**src/rtl/dinv_debounce_if.sv**
```systemverilog
// Signal bundle between the raw-input conditioning stage and its consumer.
// The master side drives the raw level and enable. The slave side returns the debounced level and status.
interface dinv_debounce_if;
  logic       raw_in;
  logic       en;
  logic       a_out;
  logic       rise;
  logic       fall;
  logic       busy;
  logic [7:0] glitch_cnt;

  modport master (
    output raw_in,
    output en,
    input  a_out,
    input  rise,
    input  fall,
    input  busy,
    input  glitch_cnt
  );

  modport slave (
    input  raw_in,
    input  en,
    output a_out,
    output rise,
    output fall,
    output busy,
    output glitch_cnt
  );
endinterface

```
**src/rtl/dinv_debounce.sv**
```systemverilog
// Synchronises and debounces a raw asynchronous level feeding dinv.a.
// Also produces rise/fall pulses and a saturating count of rejected glitches.
module dinv_debounce #(
  parameter int   SYNC_STAGES     = 2,
  parameter int   DEBOUNCE_CYCLES = 16,
  parameter logic INIT_LEVEL      = 1'b0
) (
  input logic           clk,
  input logic           rst_n,
  dinv_debounce_if.slave bus
);

  typedef enum logic {
    ST_STABLE = 1'b0,
    ST_CHECK  = 1'b1
  } state_t;

  localparam logic [7:0] CNT_LAST = 8'(DEBOUNCE_CYCLES - 1);

  logic [SYNC_STAGES-1:0] sync_r;
  logic                   sync_q;

  state_t     state_q, state_nxt;
  logic [7:0] cnt_q, cnt_nxt;
  logic       a_q, a_nxt;
  logic       rise_q, rise_nxt;
  logic       fall_q, fall_nxt;
  logic [7:0] glitch_q, glitch_nxt;

  // The synchroniser runs every cycle, independent of en.
  always_ff @(posedge clk or negedge rst_n) begin
    if (!rst_n) begin
      sync_r <= {SYNC_STAGES{INIT_LEVEL}};
    end else begin
      sync_r <= {sync_r[SYNC_STAGES-2:0], bus.raw_in};
    end
  end

  assign sync_q = sync_r[SYNC_STAGES-1];

  always_ff @(posedge clk or negedge rst_n) begin
    if (!rst_n) begin
      state_q  <= ST_STABLE;
      cnt_q    <= '0;
      a_q      <= INIT_LEVEL;
      rise_q   <= 1'b0;
      fall_q   <= 1'b0;
      glitch_q <= '0;
    end else begin
      state_q  <= state_nxt;
      cnt_q    <= cnt_nxt;
      a_q      <= a_nxt;
      rise_q   <= rise_nxt;
      fall_q   <= fall_nxt;
      glitch_q <= glitch_nxt;
    end
  end

  always_comb begin
    state_nxt  = state_q;
    cnt_nxt    = cnt_q;
    a_nxt      = a_q;
    rise_nxt   = 1'b0;
    fall_nxt   = 1'b0;
    glitch_nxt = glitch_q;

    if (!bus.en) begin
      // Dropping en abandons any candidate without counting it as a glitch.
      state_nxt = ST_STABLE;
      cnt_nxt   = '0;
    end else begin
      unique case (state_q)
        ST_STABLE: begin
          if (sync_q != a_q) begin
            if (DEBOUNCE_CYCLES == 1) begin
              a_nxt    = ~a_q;
              rise_nxt = ~a_q;
              fall_nxt = a_q;
            end else begin
              state_nxt = ST_CHECK;
              cnt_nxt   = 8'd1;
            end
          end
        end
        ST_CHECK: begin
          if (sync_q != a_q) begin
            if (cnt_q == CNT_LAST) begin
              a_nxt     = ~a_q;
              rise_nxt  = ~a_q;
              fall_nxt  = a_q;
              cnt_nxt   = '0;
              state_nxt = ST_STABLE;
            end else begin
              cnt_nxt = cnt_q + 8'd1;
            end
          end else begin
            cnt_nxt   = '0;
            state_nxt = ST_STABLE;
            if (glitch_q != '1) begin
              glitch_nxt = glitch_q + 8'd1;
            end
          end
        end
        default: begin
          state_nxt = ST_STABLE;
          cnt_nxt   = '0;
        end
      endcase
    end
  end

  assign bus.a_out      = a_q;
  assign bus.rise       = rise_q;
  assign bus.fall       = fall_q;
  assign bus.busy       = (state_q == ST_CHECK);
  assign bus.glitch_cnt = glitch_q;

endmodule
```
**src/flat_wrapper.sv**
```systemverilog
// flat-port wrapper written by rule: the top's interface ports become plain ports
module dinv_debounce_flat 
#(
  parameter int   SYNC_STAGES     = 2,
  parameter int   DEBOUNCE_CYCLES = 16,
  parameter logic INIT_LEVEL      = 1'b0
)
  (clk, rst_n, bus_raw_in, bus_en, bus_a_out, bus_rise, bus_fall, bus_busy, bus_glitch_cnt);
  dinv_debounce_if bus_i ();
  input logic clk;
  input logic rst_n;
  input wire logic [$bits(bus_i.raw_in)-1:0] bus_raw_in;
  input wire logic [$bits(bus_i.en)-1:0] bus_en;
  output wire logic [$bits(bus_i.a_out)-1:0] bus_a_out;
  output wire logic [$bits(bus_i.rise)-1:0] bus_rise;
  output wire logic [$bits(bus_i.fall)-1:0] bus_fall;
  output wire logic [$bits(bus_i.busy)-1:0] bus_busy;
  output wire logic [$bits(bus_i.glitch_cnt)-1:0] bus_glitch_cnt;
  assign bus_i.raw_in = bus_raw_in;
  assign bus_i.en = bus_en;
  assign bus_a_out = bus_i.a_out;
  assign bus_rise = bus_i.rise;
  assign bus_fall = bus_i.fall;
  assign bus_busy = bus_i.busy;
  assign bus_glitch_cnt = bus_i.glitch_cnt;
  dinv_debounce #(.SYNC_STAGES(SYNC_STAGES), .DEBOUNCE_CYCLES(DEBOUNCE_CYCLES), .INIT_LEVEL(INIT_LEVEL)) u_core (.clk(clk), .rst_n(rst_n), .bus(bus_i));
endmodule
```
**config.mk**
```make
export PLATFORM = sky130hd
export DESIGN_NAME = dinv_debounce_flat
export DESIGN_NICKNAME = d
export VERILOG_FILES = /design/src/rtl/dinv_debounce_if.sv /design/src/rtl/dinv_debounce.sv /design/src/flat_wrapper.sv
export SDC_FILE = /design/constraint.sdc
export NUM_CORES = 1
export LEC_CHECK = 0
export CELL_PAD_IN_SITES_DETAIL_PLACEMENT = 1
export CELL_PAD_IN_SITES_GLOBAL_PLACEMENT = 1
export CORE_UTILIZATION = 44
export CTS_CLUSTER_SIZE = 8
export DETAILED_ROUTE_END_ITERATION = 10
export PLACE_DENSITY_LB_ADDON = 0.2
export SYNTH_ARGS = -nofsm -noshare
export SYNTH_HDL_FRONTEND = slang
export SYNTH_SLANG_ARGS = --single-unit
```
**constraint.sdc**
```tcl
create_clock -name clk -period 4.3 [get_ports clk]
set_input_delay 1.29 -clock clk [delete_from_list [all_inputs] [get_ports clk]]
set_output_delay 1.29 -clock clk [all_outputs]
set_load 0.02 [all_outputs]
```
# Word level (Yosys, flattened, before mapping)
# Index checks and enable logic that the tools add are counted.
dict set report op_classes {
  div 0
  shift 0
  muxes 18
  bitwise_logic 3
  order_cmp 0
  add_sub_neg 2
  n_eq_ne 4
  reduce_logical 2
  mul 0
}
# cell n
set ops {}
lappend ops {{8-bit two-way mux} 4}
lappend ops {{8-bit by 1-bit adder with 8-bit output (second input constant)} 2}
lappend ops {{8-bit case mux with 2 select lines} 1}
lappend ops {{1-bit two-way mux} 12}
lappend ops {{8-bit by 4-bit equality test with 1-bit output (second input constant)} 1}
lappend ops {{8-bit inequality test (second input constant)} 1}
lappend ops {{4-bit AND reduction} 2}
lappend ops {{3-bit by 2-bit inequality test with 1-bit output (second input constant)} 1}
lappend ops {{1-bit inverter} 3}
lappend ops {{1-bit case mux with 2 select lines} 1}
lappend ops {{1-bit inequality test} 1}
dict set report totals {
  wordCells 36
  ramBits 0
  regBits 22
  mem_count 0
  latchBits 0
  romBits 0
}

# Longest topological paths before layout
# Gate-level depths: netlist of the first run.
dict set report depth {
  ltp_word 5
  depth_mapped 5
}

# Worst setup path before layout of the first run
# Ideal clock, no wire load.
dict set report synth_path {
  path_kind {input -> register}
  startpoint {input bus_en}
  endpoint {register u_core.glitch_q[1] (netlist: u_core.bus.glitch_cnt[1])}
  setup_time_ps 128
  stages 4
  arrival_time_ps 1975
  required_ps 4172
  path_slack_ps 2197
  path_buffers 0
  path_cell_list {nand2_1 > nor2_1 > and2_1 > mux2_1}
}
dict set report synth_between {
  elab_chain_cells 1
}
# element line
set synth_rtl {}
lappend synth_rtl {{start, declared} flat_wrapper.sv:13} ;# input wire logic [$bits(bus_i.en)-1:0] bus_en;
lappend synth_rtl {{4-bit AND reduction (no source line)} n/a}
lappend synth_rtl {{end signal, assigned} dinv_debounce.sv:55} ;# glitch_q <= glitch_nxt;
lappend synth_rtl {{end, declared} dinv_debounce.sv:28} ;# logic [7:0] glitch_q, glitch_nxt;
# Every way passes these cells.
# A chain may end at the register's enable or synchronous reset.

# Worst setup path after layout of the first run
dict set report layout_path {
  startpoint {register u_core.state_q (netlist: u_core.bus.busy)}
  endpoint {output bus_busy}
}
# element line
set layout_rtl {}
lappend layout_rtl {{start, declared} dinv_debounce.sv:23} ;# state_t state_q, state_nxt;
lappend layout_rtl {{start signal, assigned} dinv_debounce.sv:50} ;# state_q <= state_nxt;
lappend layout_rtl {{end, declared} flat_wrapper.sv:17} ;# output wire logic [$bits(bus_i.busy)-1:0] bus_busy;
# No word-level cell between the ends.

==> key figures, run 1 <==
Cells and area
  – Most common cell after layout, fill and taps aside: sky130_fd_sc_hd__dfrtp_1
  – Final layout net count: roughly 120
  – Number of inserted filler cells in the final layout: approximately 250
  – Final non-filler cell total: between 100 and 150
  – Number of diodes: 0
  – Fraction of final layout cells sized beyond drive strength 1: 5.41%
  – Post-Route Utilization: between 50 and 60%
  – Highest-count cells in the layout ignoring fill and taps: sky130_fd_sc_hd__dfrtp_1 (22), sky130_fd_sc_hd__clkdlybuf4s50_1 (15), sky130_fd_sc_hd__nand2_1 (12)
  – Signed area change from the synthesized netlist to the final layout: 20.1%

Clock network
  – Source-to-sink clock delay at the later pin of the worst-skew pair: ~0.3 ns
  – Largest buffer count on any clock path: 2
  – Post-cts hold buffer count: 0
  – Clock edge transition at the registers on the reported setup and hold paths: 0.12 ns
  – H-tree Lvls: 1
  – Resized cells post-CTS: 0
  – Clock Sink Count: 22
  – Setup Fix Bufs, Post-CTS: 0
  – TritonCTS clock tree: built
  – Library cell used as clock root buffer: sky130_fd_sc_hd__clkbuf_4
  – Num CTS Buffers: 3

Pwr
  – Leak Pwr: approximately 0.55 nW
  – Relative contribution of the clock network to total power: 20.3%
  – Share of total power in sequential cells: a little under three fifths
  – Switching pwr: approximately 0.14 mW
  – Internal power: 0.307 mW
  – Worst voltage drop across the vdd grid: about 0.34 mV
  – P per Cell Area: about 360 nW/um^2
  – Switching power as a share of total power: a little under a third
  – Share of power burned in combinational logic: roughly 23%

Worst setup path
  – Crit path max-delay cell type: sky130_fd_sc_hd__clkdlybuf4s50_1
  – Type of destination of the critical path: output pin
  – Critical path buffer and inverter count: 1
  – CP Cell Sequence: clkdlybuf4s50_1
  – Critical-path maximum fanout: 7
  – Critical path start-end classification: reg -> out
  – Data arrival time at the worst-slack endpoint: 1.46 ns
  – Data required, critical path: approximately 3.0 ns
  – Largest stage delay, worst path: 0.65 ns
  – Largest delay contributor family on the critical path: buffers and inverters
  – Startpoint Class: flip-flop

STA
  – Hold slack final: between 0.3 and 0.4 ns
  – Setup repair after global routing missed its margin: no
  – Final Slew Violations: 0
  – Final worst-path cycle share: about 64%
  – Shortest clock period the worst path allows after layout: between 2 and 3 ns
  – Final hold violation count: 0
  – Final count of negative-setup-slack endpoints: 0
  – Worst slew margin relative to its limit: between 30% and 40%
  – Total Negative Setup Slacks: 0 ns
  – Worst Tran Pin Value: just under 1 ns
  – Largest clock skew in the final design: between 0.01 and 0.015 ns
  – Crit path setup slack, layout: about 1.6 ns
  – Max Clock Freq: between 300 and 400 MHz

Floorplanning
  – Floorplan die width: between 50 and 60 um
  – Initial core utilization: around 47%
  – Vertical die dimension: ~50 um
  – Standard-cell rows: 17
  – Core Footprint: between 2000 and 2500 sq um
  – # IOs: 16
  – Die Area: 2550 sq um

Synthesis
  – Post-synthesis compound-gate area fraction: under 10%
  – Total of warnings raised by yosys: 0
  – Post-synth top area share: between 50 and 60%
  – Seq/Total Area, Yosys: 53.3%
  – Netlist Area Pre-Place: 1030 sq um
  – XOR/XNOR Fraction of Synth Area: under 10%
  – Biggest area consumer among synthesized cells: sky130_fd_sc_hd__dfrtp_1
  – Largest family of logic cells by synthesized area: simple AND/OR/NAND/NOR gates
  – Average size of a mapped cell: 11.1 sq um
  – Area fraction in and, or, nand and nor cells after synthesis: around 25%
  – Number of register bits inferred by synthesis: 22
  – Gate count of the mapped netlist: between 90 and 100
  – Cell types with the largest area share after synthesis: sky130_fd_sc_hd__dfrtp_1 (53%), sky130_fd_sc_hd__nand3_1 (4.8%), sky130_fd_sc_hd__nand2_1 (4.4%)
  – Multiplexer share of the synthesized area: under 10%
  – Library cells used by synthesis: 31
  – Net Count, Synth: 99
  – Synth Area in Adders: under 10%

Detailed routing
  – Vias after detailed routing: roughly 780
  – Total wirelength of the detailed-routed design: ~2.1 mm
  – Total length of routed met3 wires: ~70 um
  – Routed WL per cell: approximately 15 um
  – Post-route DRC violation count: 0
  – Routed met2 length: 1.01 mm
  – Detailed-routing iteration count for the pre-antenna-repair pass: 4
  – Highest Signal Layer: met4
  – Met1 Wirelength: 1.00 mm
  – Detail-routed via count per cell: 5.62
  – Violation count after the first detailed-routing iteration: 7
  – Number of nets with antenna violations after routing: 0

Global routing
  – Total track usage: 20.1%
  – Pin count of the biggest net entering global routing: 23
  – Antenna violations before repair: 0
  – Remaining global-route overflow: 0
  – Vias in the first global route: 839
  – Wire length of the first global-routing pass: about 3.8 mm

Placement
  – Detail Placement HPWL: between 1.5 and 2 mm
  – Final GP Congestion: slightly below 0.8
  – Cell Count Post-Placement: approximately 140
  – Count of input and output buffers: 15
  – Dpl ws: between 1 and 1.5 ns

Status
  – Status: finished clean

Job
  – Max Cap Viol: 0

Worst hold path
  – Type of the worst min-delay path: reg -> reg
[kinds of logic after synthesis]
| group | count (synthesis) |
|---|---|
| simple gates | 45 |
| flops | 22 |
| compound gates | 14 |
| xor+xnor | 9 |
| fa+ha+maj | 2 |
| mux | 1 |
[power groups by stage]
stage               Clock, mW  Sequential (mW)  Combinational [mW]
floorplan                   0            0.273              0.0331
global placement            0            0.255               0.102
detailed placement          0            0.257               0.104
global route           0.0986            0.257               0.111
CTS                    0.0934            0.253               0.104
finish                 0.0907            0.253               0.103
[state kept, by name, summed over array words and instances (netlist names)]
signal	flops
u_core.bus.glitch_cnt	8
u_core.cnt_q	8
u_core.sync_r	2
u_core.bus.a_out	1
u_core.bus.busy	1
u_core.bus.fall	1
u_core.bus.rise	1
[cell type report]
class                      count  area, sq um  area share (%)
multi-input combinational     71          483            38.9
sequential                    22          551            44.4
timing repair buffer          15          150            12.1
clock buffer                   3         22.5            1.81
tap                           28         35.0            2.82
[final timing paths]
kind	depth (start not counted)	slack, ns	end	start
worst max register to register	5	2.56	u_core.cnt_q[5]	u_core.cnt_q[0]
max in group asynchronous	1	2.20	u_core.bus.glitch_cnt[2]	rst_n
worst min register to register	0	0.36	u_core.sync_r[1]	u_core.sync_r[0]
worst min-delay path	0	0.36	u_core.sync_r[1]	u_core.sync_r[0]
worst max-delay path	1	1.55	bus_busy	u_core.bus.busy
min in group asynchronous	1	1.51	u_core.cnt_q[0]	rst_n
[routing by layer]
metal	track usage (%)	vias to the layer above
met3	3.33	2
met5	0	-
met2	30.7	14
met1	27.7	388
met4	9.26	0
li1	-	377
[metrics by stage]
step,power (mW),cell area [sq um]
floorplan,0.306,1030
global placement,0.357,1220
detailed placement,0.361,1220
CTS,0.451,1240
global route,0.466,1240
finish,0.447,1240
[synthesized netlist by cell type]
master,n
sky130_fd_sc_hd__nor3b_1,2
sky130_fd_sc_hd__nor2_1,3
sky130_fd_sc_hd__o21a_1,1
sky130_fd_sc_hd__o21ai_0,4
sky130_fd_sc_hd__a21o_1,1
sky130_fd_sc_hd__and3_1,3
sky130_fd_sc_hd__nand2_1,12
sky130_fd_sc_hd__nand3_4,1
sky130_fd_sc_hd__xnor2_1,5
sky130_fd_sc_hd__o211ai_1,1
sky130_fd_sc_hd__mux2_1,1
sky130_fd_sc_hd__a21oi_1,2
sky130_fd_sc_hd__a211oi_1,1
sky130_fd_sc_hd__nand4_1,3
sky130_fd_sc_hd__o211a_1,1
sky130_fd_sc_hd__and2_1,2
sky130_fd_sc_hd__ha_1,2
sky130_fd_sc_hd__or3b_2,1
sky130_fd_sc_hd__dfrtp_1,22
sky130_fd_sc_hd__a22o_1,1
sky130_fd_sc_hd__xor2_4,1
sky130_fd_sc_hd__nor4_1,2
sky130_fd_sc_hd__a31oi_1,1
sky130_fd_sc_hd__a32o_1,1
sky130_fd_sc_hd__xor2_1,3
sky130_fd_sc_hd__and2b_1,1
sky130_fd_sc_hd__or4_1,2
sky130_fd_sc_hd__nand3b_1,1
sky130_fd_sc_hd__nor3_1,1
sky130_fd_sc_hd__and4_1,1
sky130_fd_sc_hd__nand3_1,10
No activity file was read; power rests on OpenSTA's default activity.
==> inputs of run 2 (changes only) <==
CORE_UTILIZATION = 40   (was 44)
clock period = 2.79 ns   (was 4.3 ns; I/O delays follow)
==> key figures, run 2 (same netlist as run 1, synthesis figures left out) <==
Pwr
  – P per Cell Area: 577 nW/um^2 (was 360 nW/um^2)
  – Worst voltage drop across the vdd grid: 0.470 mV (was 0.338 mV)
  – Leak Pwr: 0.564 nW (was 0.547 nW)
  – Tot Pwr: 0.734 mW (was 0.447 mW)

Placement
  – Count of input and output buffers: 15 (unchanged)
  – Dpl ws: 0.284 ns (was 1.39 ns)
  – Detail Placement HPWL: 1.62 mm (was 1.54 mm)
  – Final GP Congestion: 0.757 (was 0.788)
  – Total placed instance area: 1240 sq um (was 1220 sq um)

Detailed routing
  – Detailed-routing iteration count for the pre-antenna-repair pass: 4 (unchanged)
  – Detail-routed via count per cell: 5.54 (was 5.62)
  – Vias after detailed routing: 798 (was 781)
  – Violation count after the first detailed-routing iteration: 7 (unchanged)
  – Routed WL per cell: 15.3 um (was 15.1 um)
  – Post-route DRC violation count: 0 (unchanged)
  – Number of nets with antenna violations after routing: 0 (unchanged)
  – Total wirelength of the detailed-routed design: 2.20 mm (was 2.11 mm)

Clock network
  – Setup Fix Bufs, Post-CTS: 0 (unchanged)
  – TritonCTS clock tree: built (unchanged)
  – H-tree Lvls: 1 (unchanged)
  – Post-cts hold buffer count: 0 (unchanged)
  – Clock edge transition at the registers on the reported setup and hold paths: 0.13 ns (was 0.12 ns)
  – Resized cells post-CTS: 0 (unchanged)
  – Library cell used as clock root buffer: sky130_fd_sc_hd__clkbuf_4 (unchanged)
  – Num CTS Buffers: 3 (unchanged)
  – Clock Sink Count: 22 (unchanged)
  – Largest buffer count on any clock path: 2 (unchanged)
  – Source-to-sink clock delay at the later pin of the worst-skew pair: 0.32 ns (was 0.30 ns)

Worst setup path
  – Critical path buffer and inverter count: 1 (unchanged)
  – Largest delay contributor family on the critical path: buffers and inverters (unchanged)
  – Startpoint Class: flip-flop (unchanged)
  – Data arrival time at the worst-slack endpoint: 1.51 ns (was 1.46 ns)
  – Data required, critical path: 1.95 ns (was 3.01 ns)
  – Critical path start-end classification: reg -> out (unchanged)
  – Type of destination of the critical path: output pin (unchanged)
  – Critical-path maximum fanout: 5 (was 7)
  – Crit path max-delay cell type: sky130_fd_sc_hd__clkdlybuf4s50_1 (unchanged)
  – CP Cell Sequence: clkdlybuf4s50_1 (unchanged)
  – Largest stage delay, worst path: 0.66 ns (was 0.65 ns)

Cells and area
  – Number of diodes: 0 (unchanged)
  – Highest-count cells in the layout ignoring fill and taps: sky130_fd_sc_hd__dfrtp_1 (22), sky130_fd_sc_hd__clkdlybuf4s50_1 (15), sky130_fd_sc_hd__nand2_1 (12) (unchanged)
  – Cell area after layout: 1270 sq um (was 1240 sq um)
  – Fraction of final layout cells sized beyond drive strength 1: 7.89% (was 5.41%)
  – Number of inserted filler cells in the final layout: 276 (was 249)
  – Signed area change from the synthesized netlist to the final layout: 23.1% (was 20.1%)
  – Final layout net count: 121 (was 119)
  – Post-Route Utilization: 51.8% (was 56.1%)
  – Most common cell after layout, fill and taps aside: sky130_fd_sc_hd__dfrtp_1 (unchanged)

STA
  – Worst slew margin relative to its limit: 71.5% (was 35.6%)
  – Final Slew Violations: 0 (unchanged)
  – Largest clock skew in the final design: 0.00900 ns (was 0.0103 ns)
  – Max Clock Freq: between 400 and 500 MHz
  – Total Negative Setup Slacks: 0 ns (unchanged)
  – Final hold violation count: 0 (unchanged)
  – Setup repair after global routing missed its margin: no (unchanged)
  – Final count of negative-setup-slack endpoints: 0 (unchanged)
  – Crit path setup slack, layout: 0.441 ns (was 1.55 ns)
  – Shortest clock period the worst path allows after layout: between 2 and 2.5 ns
  – Worst Tran Pin Value: 0.423 ns (was 0.962 ns)
  – Final worst-path cycle share: between 80% and 90%

Global routing
  – Wire length of the first global-routing pass: 3.87 mm (was 3.80 mm)
  – Antenna violations before repair: 0 (unchanged)
  – Vias in the first global route: 871 (was 839)
  – Remaining global-route overflow: 0 (unchanged)
  – Pin count of the biggest net entering global routing: 23 (unchanged)
  – Total track usage: 19.6% (was 20.1%)

Floorplanning
  – Standard-cell rows: 18 (was 17)
  – Die Area: 2790 sq um (was 2550 sq um)
  – # IOs: 16 (unchanged)
  – Core Footprint: 2450 sq um (was 2210 sq um)
  – Initial core utilization: 42.1% (was 46.7%)
  – Floorplan die width: 52.8 um (was 50.5 um)
  – Vertical die dimension: 52.8 um (was 50.5 um)

Status
  – Status: finished clean (unchanged)

Worst hold path
  – Type of the worst min-delay path: reg -> reg (unchanged)

Job
  – Max Cap Viol: 0 (unchanged)
[run 2: cell count changes in the layout (fill, tap and decap cells not counted), sizes merged]
cell,delta
buf,+2
clkbuf,+1
[run 2: per-stage QoR]
step	std cells	hold WS, ns
final	144	0.379
after global routing	144	0.403
after CTS	144	0.381
after detailed placement	140	0.352
after global placement	140	0.336
after floorplan	93	0.331
[run 2: worst paths after layout]
kind | slack (ns) | to | from | depth (start not counted)
min in group asynchronous | 0.85 | u_core.bus.busy | rst_n | 2
max | 0.44 | bus_a_out | u_core.bus.a_out | 1
min | 0.38 | u_core.sync_r[1] | u_core.sync_r[0] | 0
min reg2reg | 0.38 | u_core.sync_r[1] | u_core.sync_r[0] | 0
max reg2reg | 1.00 | u_core.cnt_q[5] | u_core.cnt_q[0] | 5
max in group asynchronous | 1.72 | u_core.bus.glitch_cnt[3] | rst_n | 2
[run 2: area by class of cell]
| cell class | instances | area (sq um) | area share [%] |
|---|---|---|---|
| clock buffer | 4 | 36.3 | 2.85 |
| multi-input combinational | 71 | 483 | 38.0 |
| sequential | 22 | 551 | 43.3 |
| tap | 30 | 37.5 | 2.95 |
| timing repair buffer | 17 | 165 | 13.0 |
[run 2: report_power, final]
group          internal [mW]  leakage, nW  switching [mW]
logic                 0.0777        0.249          0.0839
clock network         0.0798       0.0210           0.102
registers              0.347        0.295          0.0429
[run 2: layer usage]
| layer | wire length, um | share of wire (%) | GRT usage [%] | up-vias |
|---|---|---|---|---|
| met5 | 0 | 0 | 0 | - |
| met4 | 53 | 2.4 | 10.5 | 0 |
| met3 | 64 | 2.9 | 3.19 | 4 |
| met2 | 1100 | 50 | 33.8 | 12 |
| met1 | 988 | 45 | 22.9 | 399 |
| li1 | - | - | - | 383 |
